--- src/rtl/combo_pkg.sv ---
// Shared types for the combination-lock code sequencer.
// Optional retry support is enabled with the COMBO_RETRY_EN macro (see combo_sequencer).
package combo_pkg;

    typedef enum logic [2:0] {IDLE, PRESS, GAP, WAIT_LOCK, REPORT} seq_state_t;

    // bit0 = a, bit1 = b, bit2 = c
    typedef logic [2:0] button_t;

    localparam button_t BTN_NONE = 3'b000;

    function automatic int max3(input int x, input int y, input int z);
        int m;
        m = (x > y) ? x : y;
        return (m > z) ? m : z;
    endfunction

endpackage

--- src/rtl/combo_sequencer_hold_timer.sv ---
// Loadable down-counter; expired_o is high while the count sits at zero.
// A state lasting N cycles loads N-1 on entry and leaves when expired_o is seen.
module hold_timer #(
    parameter int W = 4
) (
    input  logic         clock,
    input  logic         reset_n,
    input  logic         load_i,
    input  logic [W-1:0] val_i,
    output logic         expired_o
);

    logic [W-1:0] cnt_q;

    always_ff @(posedge clock or negedge reset_n) begin
        if (!reset_n) begin
            cnt_q <= '0;
        end else if (load_i) begin
            cnt_q <= val_i;
        end else if (cnt_q != '0) begin
            cnt_q <= cnt_q - W'(1);
        end
    end

    assign expired_o = (cnt_q == '0);

endmodule

--- src/rtl/combo_sequencer.sv ---
// Plays a stored multi-step button code onto a/b/c of the lock FSM and reports pass/fail.
// Define COMBO_RETRY_EN to retry failed attempts (adds the attempts output).
module combo_sequencer
    import combo_pkg::*;
#(
    parameter int                 STEPS       = 4,
    parameter int                 HOLD_CYCLES = 5,
    parameter int                 GAP_CYCLES  = 1,
    parameter int                 LOCK_WAIT   = 8,
    parameter logic [3*STEPS-1:0] CODE_RST    = 12'hB9D,
    parameter int                 MAX_RETRY   = 2
) (
    input  logic               clock,
    input  logic               reset_n,
    input  logic               load,
    input  logic [3*STEPS-1:0] code_in,
    input  logic               start,
    input  logic               abort,
    input  logic               lock,
    output logic               a,
    output logic               b,
    output logic               c,
    output logic               busy,
    output logic               done,
    output logic               pass
`ifdef COMBO_RETRY_EN
    ,
    output logic [$clog2(MAX_RETRY+2)-1:0] attempts
`endif
);

    localparam int TW = $clog2(max3(HOLD_CYCLES, GAP_CYCLES, LOCK_WAIT) + 1);
    localparam int SW = (STEPS > 1) ? $clog2(STEPS) : 1;
    localparam logic [SW-1:0] LAST_STEP = SW'(STEPS - 1);
    localparam logic [TW-1:0] HOLD_LD   = TW'(HOLD_CYCLES - 1);
    localparam logic [TW-1:0] GAP_LD    = TW'((GAP_CYCLES > 0) ? GAP_CYCLES - 1 : 0);
    localparam logic [TW-1:0] WAIT_LD   = TW'(LOCK_WAIT - 1);

    seq_state_t         state_q, state_d;
    logic [SW-1:0]      step_q, step_d;
    logic [3*STEPS-1:0] code_q, code_d;
    logic               pass_q, pass_d;
    button_t            btn_q, btn_d;
    logic               tmr_load, tmr_exp;
    logic [TW-1:0]      tmr_val;

`ifdef COMBO_RETRY_EN
    localparam int AW = $clog2(MAX_RETRY + 2);
    logic [AW-1:0] att_q, att_d;
`endif

    hold_timer #(.W(TW)) u_timer (
        .clock     (clock),
        .reset_n   (reset_n),
        .load_i    (tmr_load),
        .val_i     (tmr_val),
        .expired_o (tmr_exp)
    );

    always_comb begin
        state_d  = state_q;
        step_d   = step_q;
        code_d   = code_q;
        pass_d   = pass_q;
        tmr_load = 1'b0;
        tmr_val  = '0;
`ifdef COMBO_RETRY_EN
        att_d    = att_q;
`endif
        case (state_q)
            IDLE: begin
                if (load) code_d = code_in;
                if (start) begin
                    state_d  = PRESS;
                    step_d   = '0;
                    pass_d   = 1'b0;
                    tmr_load = 1'b1;
                    tmr_val  = HOLD_LD;
`ifdef COMBO_RETRY_EN
                    att_d    = AW'(1);
`endif
                end
            end
            PRESS: begin
                if (tmr_exp) begin
                    tmr_load = 1'b1;
                    if (GAP_CYCLES > 0) begin
                        state_d = GAP;
                        tmr_val = GAP_LD;
                    end else if (step_q != LAST_STEP) begin
                        step_d  = step_q + SW'(1);
                        tmr_val = HOLD_LD;
                    end else begin
                        state_d = WAIT_LOCK;
                        tmr_val = WAIT_LD;
                    end
                end
            end
            GAP: begin
                if (tmr_exp) begin
                    tmr_load = 1'b1;
                    if (step_q != LAST_STEP) begin
                        state_d = PRESS;
                        step_d  = step_q + SW'(1);
                        tmr_val = HOLD_LD;
                    end else begin
                        state_d = WAIT_LOCK;
                        tmr_val = WAIT_LD;
                    end
                end
            end
            WAIT_LOCK: begin
                // lock wins even on the timeout cycle
                if (lock) begin
                    state_d = REPORT;
                    pass_d  = 1'b1;
                end else if (tmr_exp) begin
`ifdef COMBO_RETRY_EN
                    if (att_q <= AW'(MAX_RETRY)) begin
                        state_d  = PRESS;
                        step_d   = '0;
                        att_d    = att_q + AW'(1);
                        tmr_load = 1'b1;
                        tmr_val  = HOLD_LD;
                    end else begin
                        state_d = REPORT;
                    end
`else
                    state_d = REPORT;
`endif
                end
            end
            REPORT:  state_d = IDLE;
            default: state_d = IDLE;
        endcase

        if (abort) begin
            state_d  = IDLE;
            step_d   = '0;
            code_d   = code_q;
            pass_d   = pass_q;
            tmr_load = 1'b1;
            tmr_val  = '0;
`ifdef COMBO_RETRY_EN
            att_d    = att_q;
`endif
        end

        // Buttons are registered, so they follow the next state
        btn_d = (state_d == PRESS) ? code_d[3*int'(step_d) +: 3] : BTN_NONE;
    end

    always_ff @(posedge clock or negedge reset_n) begin
        if (!reset_n) begin
            state_q <= IDLE;
            step_q  <= '0;
            code_q  <= CODE_RST;
            pass_q  <= 1'b0;
            btn_q   <= BTN_NONE;
`ifdef COMBO_RETRY_EN
            att_q   <= '0;
`endif
        end else begin
            state_q <= state_d;
            step_q  <= step_d;
            code_q  <= code_d;
            pass_q  <= pass_d;
            btn_q   <= btn_d;
`ifdef COMBO_RETRY_EN
            att_q   <= att_d;
`endif
        end
    end

    assign {c, b, a} = btn_q;
    assign busy      = (state_q != IDLE);
    assign done      = (state_q == REPORT);
    assign pass      = pass_q;
`ifdef COMBO_RETRY_EN
    assign attempts  = att_q;
`endif

endmodule

--- config.mk ---
export PLATFORM = sky130hd
export DESIGN_NAME = combo_sequencer
export DESIGN_NICKNAME = d
export VERILOG_FILES = /design/src/rtl/combo_pkg.sv /design/src/rtl/combo_sequencer_hold_timer.sv /design/src/rtl/combo_sequencer.sv
export SDC_FILE = /design/constraint.sdc
export NUM_CORES = 1
export LEC_CHECK = 0
export BUFFER_PORTS_ARGS = -buffer_cell sky130_fd_sc_hd__clkbuf_2
export CAP_MARGIN = 0
export CORE_MARGIN = 2
export CORE_UTILIZATION = 50
export DETAILED_ROUTE_END_ITERATION = 6
export GPL_TIMING_DRIVEN = 0
export MAX_ROUTING_LAYER = met4
export PLACE_DENSITY = 0.75
export SLEW_MARGIN = 25
export SYNTH_ARGS = -nofsm -noshare
export SYNTH_HDL_FRONTEND = slang
export SYNTH_SLANG_ARGS = --single-unit
--- constraint.sdc ---
create_clock -name clock -period 2.05 [get_ports clock]
set_input_delay 0.3075 -clock clock [delete_from_list [all_inputs] [get_ports clock]]
set_output_delay 0.3075 -clock clock [all_outputs]
set_load 0.005 [all_outputs]
==> results of run 1 <==
[layout make-up]
| cell class | instances | area share, % |
|---|---|---|
| Inverter | 8 | 1.809 |
| Clock buffer | 4 | 1.461 |
| Timing Repair Buffer | 29 | 9.395 |
| Tap cell | 31 | 2.157 |
| Buffer | 8 | 2.227 |
| Multi-Input combinational cell | 119 | 47.60 |
| Sequential cell | 25 | 35.35 |
[repair_timing]
action	4_1_cts	5_1_grt
buffers inserted	6	0
hold endpoints to repair	12	0
hold buffers	1	0
gates resized for setup	4	9
endpoints found under the setup margin	3	13
pin swaps	5	4
[Yosys cell counts (all sizes together), types with 5 or more instances]
cell / instances
a211oi: 7
a21oi: 7
and2: 5
buf: 6
dfrtp: 17
dfstp: 8
inv: 8
mux2: 5
nand2: 35
nor2: 15
o21ai: 6
[placed cells by master (no fill, tap or decap), types with 2 or more instances in the layout]
cell type	instances
and2_2	3
a211oi_2	2
nand3_1	3
o21ai_0	2
a21boi_0	3
dfrtp_1	17
clkbuf_1	3
nor2_1	13
inv_1	7
o21ai_1	4
a211oi_1	5
o22a_1	2
and2_1	2
clkbuf_4	3
a22oi_1	2
nor3_1	3
nand2_1	35
o32ai_2	2
buf_4	6
buf_2	4
and3_1	2
clkbuf_2	23
a21oi_1	7
dfstp_2	8
mux2_4	3
[routing by layer]
| layer | part of all wire [%] | routed length [um] |
|---|---|---|
| met1 | 42 | 1379 |
| met4 | 0.60 | 20 |
| met2 | 54 | 1794 |
| met5 | 0 | 0 |
| met3 | 3.7 | 124 |
[worst paths after layout]
kind	to	slack, ns	from
max	btn_q[2]	-0.02	u_timer.cnt_q[1]
min	code_q[11]	0.15	code_in[11]
max reg2reg	btn_q[2]	-0.02	u_timer.cnt_q[1]
min reg2reg	code_q[2]	0.47	code_q[2]
max in group asynchronous	btn_q[1]	1.12	reset_n
min in group asynchronous	state_q[1]	0.53	reset_n
[power by group]
part / total [mW] / internal, mW / switching, mW
combinational: 1.12 / 0.541 / 0.576
sequential: 0.856 / 0.730 / 0.126
clock: 0.221 / 0.0759 / 0.145
total: 2.19 / 1.35 / 0.847
[cell families (layout without fill, tap and decap cells)]
| logic type | after synthesis | count (layout) | share of synthesized area (%) |
|---|---|---|---|
| muxes | 6 | 6 | 5.555 |
| and+or+nand+nor | 74 | 74 | 25.21 |
| AOI/OAI and AO/OA | 36 | 36 | 18.89 |
| buffers and inverters | 16 | 49 | 4.873 |
| DFF | 25 | 25 | 43.42 |
| adders and majority gates | 1 | 1 | 0.8546 |
| xor gates and xnor gates | 2 | 2 | 1.197 |
[worst register-to-register path, cell delays in order, from the launching register on]
cell and delay [ns]:
dfrtp_1 0.40, inv_1 0.06, ha_2 0.20, nor3b_4 0.29, mux2i_4 0.31, a21o_4 0.16, inv_4 0.05, mux2_4 0.30
o32ai_2 0.21
[sequential cells by signal, summed over array words and instances, names as in the netlist]
name and flops:
code_q 12, u_timer.cnt_q 4, btn_q 3, state_q 3, step_q 2, pass 1
[stage by stage]
step / hold WS, ns / setup TNS, ns / worst slack [ns]
after global placement: 0.3411 / -0.9251 / -0.3141
after CTS: 0.1372 / -0.05873 / -0.05873
after floorplan: 0.01191 / -0.2458 / -0.08195
after global routing: 0.1506 / -0.3262 / -0.1311
after detailed placement: 0.3486 / -0.9719 / -0.3455
final: 0.1453 / -0.04797 / -0.01695
==> out/results.tsv, run 1 <==
metric	value	unit
final_nets	213	
synth_area	1464	sq um
maxCapViolations	0	
cts-root-buf	clkbuf_4	
grt_max_degree	26	
finalHoldViolCount	0	
power.density	1220	nW/um^2
yosysTopAreaCellShare	29.06	%
antenna_left	0	
min_path_type	in -> reg	
route.detailed.drc	0	
path_class	reg -> reg	
ys.flop_type	dfrtp_1	
ioPinCount	24	
ys_seq_area_share	43.42	%
clkLatencyLatePin	0.31	ns
fin_util	65.20	%
syn_nets	179	
finalWirelength	3318	um
synth_edf_count	0	
layoutNonFillerInstCount	224	
leakage	0.8274	nW
yosys_warnings	0	
p_total	2.193	mW
rsz0062_at_grt	yes	
grtUsageMet3	2.009	%
period_share	100.8	%
tightest_slew	0.7413	ns
seq_area	635.6	sq um
path_buf_inv	2	
overflow	0	
drt_pass1_iterations	4	
fin_ws	-0.01695	ns
drive_gt1_share	36.27	%
cpMaxStageDelayCell	dfrtp_1	
setup_viol	3	
ys_async_sr_fraction	100.0	%
num_rows	19	
place_congestion	0.9040	
grt_pass1_vias	1241	
synth_area_leaders	dfrtp_1 (29%), dfstp_2 (14%), nand2_1 (9.0%), a211oi_1 (3.6%), nor2_1 (3.3%)	
cts_inserted_buffers	3	
ff2ff_path_depth	8	
synth_top_area_cell	dfrtp_1	
relSlewSlack	49.95	%
core_area	2758	sq um
run_status	finished with violations	
violations	setup timing	
gr-usage-met2	38.15	%
fillers	233	
finClkSkew	0.002887	ns
cpLargestDelayFamily	multiplexers	
grt_util_all_layers	21.43	%
clk_pin_slew	0.14	ns
fmax	483.8	MHz
cp_max_fo	5	
h-tree-depth	1	
wire_per_inst	14.81	um
dp_hpwl	2320	um
slew_violations	0	
hold_depth	3	
crit_chain	inv_1 > ha_2 > nor3b_4 > mux2i_4 > a21o_4 > inv_4 > mux2_4 > o32ai_2	
multi_input_area	855.8	sq um
grt_util_met1	26.26	%
antenna_cells	0	
fin_area	1798	sq um
clock_sinks	25	
drt_iter0_drc	51	
area_growth	22.82	%
vias	1264	
dieWidth	58.11	um
ir_drop	0.0008179	V
cp.arrival	2.29	ns
cp.required	2.28	ns
antenna_found_initial	0	
port_buffers	22	
critPathLaunchType	register	
syn_area_per_cell	9.149	sq um
synth-seq-cells	25	
die_h	58.11	um
synthCells	160	
busiest_layer	met2	
placed_area	1638	sq um
critPathMaxStageDelay	0.40	ns
dp.cells	213	
vias_per_cell	5.643	
cts_tree	built	
end_kind	register	
grt_first_pass_wirelength	5444	um
min_period	2.067	ns
clockBufferDepth	2	
die-area	3377	sq um
crit_cells	8	
yosysUniqueCellTypes	48	
start_util	53.09	%
Note: power is estimated with default switching activity, not from simulation.
==> inputs of run 2 (changes only) <==
--- a/config.mk
+++ b/config.mk
@@ -13,6 +13,7 @@
 export GPL_TIMING_DRIVEN = 0
 export MAX_ROUTING_LAYER = met4
 export PLACE_DENSITY = 0.75
+export RECOVER_POWER = 50
 export SLEW_MARGIN = 25
 export SYNTH_ARGS = -nofsm -noshare
 export SYNTH_HDL_FRONTEND = slang
==> run 2 against run 1 <==
The flow still finishes with violations (setup timing). Clock power hardly changed. Setup slack unchanged. Via count is the same. Flip-flop and latch count is the same. Combinational power barely moved. Fmax did not move. Register-to-register slack barely moved. Clock skew unchanged. Worst hold slack did not move. Critical path depth unchanged. Power hardly changed. Non-clock buffer count unchanged. Critical endpoint unchanged.
==> out/results.tsv, run 2 (synthesized netlist as in run 1, its figures left out) <==
metric	value	unit	change
setup_viol	3		unchanged
cts_tree	built		
dp.cells	213		unchanged
relSlewSlack	9.122	%	-41 points
place_congestion	0.9040		unchanged
ioPinCount	24		unchanged
finalWirelength	3317	um	about the same
run_status	finished with violations		
cts_inserted_buffers	3		unchanged
violations	setup timing		
rsz0062_at_grt	yes		
p_total	2.193	mW	about the same
die-area	3377	sq um	unchanged
dieWidth	58.11	um	unchanged
antenna_cells	0		unchanged
num_rows	19		unchanged
startpoint	u_timer.cnt_q[1]		
final_common_cell	nand2_1		
clk_pin_slew	0.14	ns	about the same
fin_ws	-0.01695	ns	unchanged
cp_max_fo	5		unchanged
min_path_type	in -> reg		
finalHoldViolCount	0		unchanged
slew_violations	0		unchanged
cp.required	2.28	ns	about the same
drt_iter0_drc	51		unchanged
maxCapViolations	0		unchanged
route.detailed.drc	0		unchanged
grt_max_degree	26		unchanged
largest_register_ffs	12		unchanged
die_h	58.11	um	unchanged
min-delay-start	code_in[11]		
drt_pass1_iterations	4		unchanged
overflow	0		unchanged
min_period	2.067	ns	unchanged
power.density	1221	nW/um^2	about the same
tightest_slew	1.363	ns	+0.6219 ns
path_class	reg -> reg		
port_buffers	22		unchanged
grt_first_pass_wirelength	5444	um	unchanged
final_nets	213		unchanged
antenna_found_initial	0		unchanged
largest-register	code_q		
layout_common_cells	nand2_1 (35), clkbuf_2 (22), dfrtp_1 (17)		
wire_per_inst	14.81	um	about the same
timing.setup.tns	-0.04797	ns	unchanged
grt_pass1_vias	1241		unchanged
vias_per_cell	5.643		unchanged
grt_util_all_layers	21.43	%	unchanged
top_regs	code_q: 12 flops, u_timer.cnt_q: 4 flops		
core_area	2758	sq um	unchanged
fmax	483.8	MHz	unchanged
h-tree-depth	1		unchanged
dp_hpwl	2320	um	unchanged
clkLatencyLatePin	0.31	ns	about the same
multi_input_area	855.8	sq um	unchanged
layoutNonFillerInstCount	224		unchanged
pre_cts_slack	-0.3455	ns	unchanged
seq_area	635.6	sq um	unchanged
start_util	53.09	%	unchanged
cp.arrival	2.29	ns	about the same
fillers	233		unchanged
area_growth	22.73	%	about the same
finClkSkew	0.002887	ns	unchanged
reg2reg_from	u_timer.cnt_q[1]		
drive_gt1_share	35.75	%	-0.52 points
period_share	100.8	%	unchanged
cts-root-buf	clkbuf_4		
critPathLaunchType	register		
antenna_left	0		unchanged
ir_drop	0.0008179	V	about the same
clockBufferDepth	2		unchanged
vias	1264		unchanged
clock_sinks	25		unchanged
hold_slack	0.1453	ns	unchanged
leakage	0.8244	nW	-0.36%
end_kind	register		
-- run 2: through the flow --
step	utilization [%]	instance area (sq um)
floorplan	-	1489
finish	65.15	1797
global route	65.15	1797
global placement	59.39	1638
detailed placement	59.39	1638
CTS	63.20	1743
-- run 2: report_power, final --
group | internal (mW) | switching, mW
Sequential | 0.730 | 0.126
Clock | 0.0759 | 0.145
Combinational | 0.541 | 0.576
Total | 1.35 | 0.847
-- run 2: layout make-up --
class | instances | share of cell area [%]
Tap cell | 31 | 2.159
Multi-Input combinational cell | 119 | 47.63
Buffer | 8 | 2.228
Inverter | 8 | 1.811
Sequential cell | 25 | 35.38
Timing Repair Buffer | 29 | 9.332
Clock buffer | 4 | 1.462
-- run 2: timing repair --
item | in CTS | in global routing
endpoints found under the setup margin | 3 | 13
gates resized for setup | 4 | 9
pin swaps | 5 | 4
endpoints found under the hold margin | 12 | 0
hold buffers | 1 | 0
buffers inserted | 6 | 0
-- run 2: worst paths after layout --
| check | cells after the start | to | slack [ns] |
|---|---|---|---|
| max | 8 | btn_q[2] | -0.02 |
| min | 3 | code_q[11] | 0.15 |
| max reg2reg | 8 | btn_q[2] | -0.02 |
| min reg2reg | 2 | code_q[2] | 0.47 |
| max in group asynchronous | 2 | btn_q[1] | 0.44 |
| min in group asynchronous | 2 | state_q[1] | 0.82 |
-- run 2: critical path: stages (launching register included) --
cell and delay, ns:
dfrtp_1 0.40, inv_1 0.06, ha_2 0.20, nor3b_4 0.29, mux2i_4 0.31, a21o_4 0.16, inv_4 0.05, mux2_4 0.30
o32ai_2 0.21
-- run 2: per-layer routing --
| layer | wire length, um | vias up | track usage (%) | share of wire, % |
|---|---|---|---|---|
| met3 | 124 | 2 | 2.009 | 3.7 |
| met5 | 0 | - | - | 0 |
| met2 | 1794 | 30 | 38.15 | 54 |
| met1 | 1377 | 606 | 26.26 | 42 |
| met4 | 20 | 0 | 4.983 | 0.60 |
| li1 | - | 626 | - | - |
==> inputs of run 3 (changes only) <==
--- a/config.mk
+++ b/config.mk
@@ -5,6 +5,7 @@
 export SDC_FILE = /design/constraint.sdc
 export NUM_CORES = 1
 export LEC_CHECK = 0
+export ABC_AREA = 1
 export BUFFER_PORTS_ARGS = -buffer_cell sky130_fd_sc_hd__clkbuf_2
 export CAP_MARGIN = 0
 export CORE_MARGIN = 2
==> run 3 against run 2 <==
Highest routed layer unchanged. Flip-flop and latch count did not move. Utilization fell by 4.8 points. Synthesized cell count up 15%. Non-clock buffer count fell by 9. Wire length down 15%. Sequential power down 17%. Sequential share of layout area increased by 2.5 points. The flow now finishes without violations. Setup slack better by 0.34 ns. Clock skew rose by 0.0062 ns. First-iteration DRC count shrank 43%. Via count fell by 5.2%.
==> out/results.tsv, run 3 <==
metric	value	unit	change
synth_top_area_cell	dfrtp_1		
combPwrFrac	43.9	%	-7.0 points
synthCells	184		+15%
grt_util_all_layers	19.36	%	-2.1 points
synth-seq-cells	25		unchanged
seq_area	635.6	sq um	unchanged
largest_register_ffs	12		unchanged
num_rows	19		unchanged
start_util	53.49	%	+0.40 points
ys_async_sr_fraction	100.0	%	unchanged
yosys.area_share.simple	31.62	%	+6.4 points
layoutNonFillerInstCount	243		+8.5%
drt_iter0_drc	29		-43%
rsz0062_at_grt	no		
cts_tree	built		
synth_edf_count	0		unchanged
fmax	580.6	MHz	+20%
largest-register	code_q		
switching_share	41.34	%	+2.7 points
dp_hpwl	2173	um	-6.3%
ir_drop	0.0007819	V	-4.4%
tightest_slew	1.303	ns	-0.06027 ns
yosys_warnings	0		unchanged
drive_gt1_share	30.66	%	-5.1 points
final_nets	232		+8.9%
fillers	278		+19%
yosysMostFrequentCell	inv_1		
route.detailed.drc	0		unchanged
yosysTopAreaCellShare	28.60	%	-0.46 points
vias	1198		-5.2%
run_status	complete, no violations		
synth_top_family_by_area	simple AND/OR/NAND/NOR gates		
clock_sinks	25		unchanged
muxShareOfSynthArea	0	%	-5.6 points
wire_per_inst	11.60	um	-22%
antenna_cells	0		unchanged
maxCapViolations	0		unchanged
antenna_found_initial	0		unchanged
cp_max_fo	5		unchanged
port_buffers	23		+4.5%
overflow	0		unchanged
setup_viol	0		-3
placed_area	1642	sq um	+0.23%
finalWirelength	2818	um	-15%
ioPinCount	24		unchanged
top_regs	code_q: 12 flops, u_timer.cnt_q: 4 flops		
dp.cells	238		+12%
grt_pass1_vias	1163		-6.3%
path_class	reg -> reg		
cts-root-buf	clkbuf_4		
layout_common_cells	inv_1 (40), nand2_1 (30), clkbuf_2 (20)		
relSlewSlack	13.14	%	+4.0 points
core_area	2781	sq um	+0.86%
place_congestion	0.9064		+0.27%
h-tree-depth	1		unchanged
slew_violations	0		unchanged
final_common_cell	inv_1		
power.density	1012	nW/um^2	-17%
multi_input_area	648.1	sq um	-24%
finalHoldViolCount	0		unchanged
p_sw	0.7019	mW	-17%
vias_per_cell	4.930		-13%
ys_seq_area_share	42.72	%	-0.69 points
p_int	0.9959	mW	-26%
ys.flop_type	dfrtp_1		
cp.required	2.29	ns	about the same
synth_area_leaders	dfrtp_1 (29%), dfstp_2 (14%), inv_1 (10%), nand2_1 (7.6%), o21ai_1 (5.4%)		
die-area	3428	sq um	+1.5%
die_h	58.55	um	+0.75%
clockBufferDepth	2		unchanged
synth_fa_ha_area_share	0.8410	%	-0.014 points
critPathLaunchType	register		
drt_pass1_iterations	4		unchanged
p_total	1.698	mW	-23%
area_growth	12.78	%	
min_path_type	in -> reg		
dieWidth	58.55	um	+0.75%
min_period	1.722	ns	-0.3445 ns
antenna_left	0		unchanged
period_share	84.02	%	-17 points
clk_pin_slew	0.15	ns	about the same
cts_inserted_buffers	3		unchanged
post-cts-setup-buffer-count	0		-6
pre_cts_slack	0.3591	ns	+0.7046 ns
syn_nets	203		+13%
pwr-share-seq	42.0	%	+3.0 points
fin_ws	0.3275	ns	+0.3445 ns
synth_compound_area_share	10.51	%	-8.4 points
clkLatencyLatePin	0.33	ns	+0.02 ns
netlist_top_cells_count	inv_1 (40), nand2_1 (30), dfrtp_1 (17)		
synth_area	1488	sq um	+1.6%
cp.arrival	1.96	ns	-0.33 ns
timing.setup.tns	0	ns	+0.04797 ns
grt_max_degree	26		unchanged
yosysUniqueCellTypes	34		-29%
leakage	0.9486	nW	+15%
end_kind	register		
finClkSkew	0.009112	ns	+0.006225 ns
grt_first_pass_wirelength	4905	um	-9.9%
pwr-share-clk	14.1	%	+4.0 points
synth-xor-area-share	0.5887	%	-0.61 points
syn_area_per_cell	8.085	sq um	-12%
fin_area	1678	sq um	-6.6%
==> run 3: worst paths after layout <==
kind	startpoint	slack, ns	cells past startpoint	end
setup reg to reg	u_timer.cnt_q[0]	0.33	10	u_timer.cnt_q[2]
hold / removal	abort	0.21	2	state_q[0]
min in group asynchronous	reset_n	0.76	2	pass
max in group asynchronous	reset_n	0.52	2	code_q[6]
hold reg to reg	pass	0.53	2	pass
setup / recovery	u_timer.cnt_q[0]	0.33	10	u_timer.cnt_q[2]
==> run 3: final cells by class <==
class                      count  area share, %
buffer                         4          1.715
multi-input combinational    109          38.63
clock buffer                   3          1.342
timing repair buffer          24          7.233
inverter                      46          10.44
clock inverter                 1         0.4474
sequential                    25          37.88
tap                           31          2.312
==> run 3: power groups by stage <==
stage	sequential, mW	clock, mW	combinational [mW]
4_1_cts	0.713	0.239	0.752
3_5_place_dp	0.724	0	0.744
6_report	0.712	0.239	0.746
2_1_floorplan	0.716	0	0.584
5_1_grt	0.728	0.264	0.864
3_3_place_gp	0.718	0	0.718
==> run 3: worst max-delay path, cell delays in order, from the launching register on <==
cell      delay, ns
dfrtp_1        0.37
inv_1          0.07
ha_1           0.26
nand2_4        0.12
inv_2          0.08
and2_2         0.21
nor2_1         0.11
nand2_2        0.10
inv_2          0.09
nand2_4        0.06
a21boi_2       0.15
==> run 3: kinds of logic (layout without fill, tap and decap cells) <==
kind of cell	Yosys count	in the layout
flip-flops	25	25
buffers and inverters	50	78
XOR/XNOR	1	1
AND/OR/NAND/NOR	80	80
adder cells (fa/ha/maj)	1	1
AO/OA/AOI/OAI	27	27
==> run 3: what timing repair did <==
item	CTS	global route
hold endpoints to repair	17	0
gates resized for setup	0	0
hold buffers	1	0
==> run 3: metrics by stage <==
stage | hold slack [ns] | utilization [%]
after global routing | 0.2043 | 60.32
after CTS | 0.2053 | 60.46
after detailed placement | 0.3490 | 59.02
after floorplan | 0.01191 | -
final | 0.2145 | 60.32
after global placement | 0.3365 | 59.02
==> run 3: per-layer routing <==
metal	up-vias	GRT usage, %	share of wire, %
met1	546	23.33	46
met4	0	7.973	2.2
li1	626	-	-
met3	9	3.516	3.1
met2	17	31.94	49
met5	-	-	0
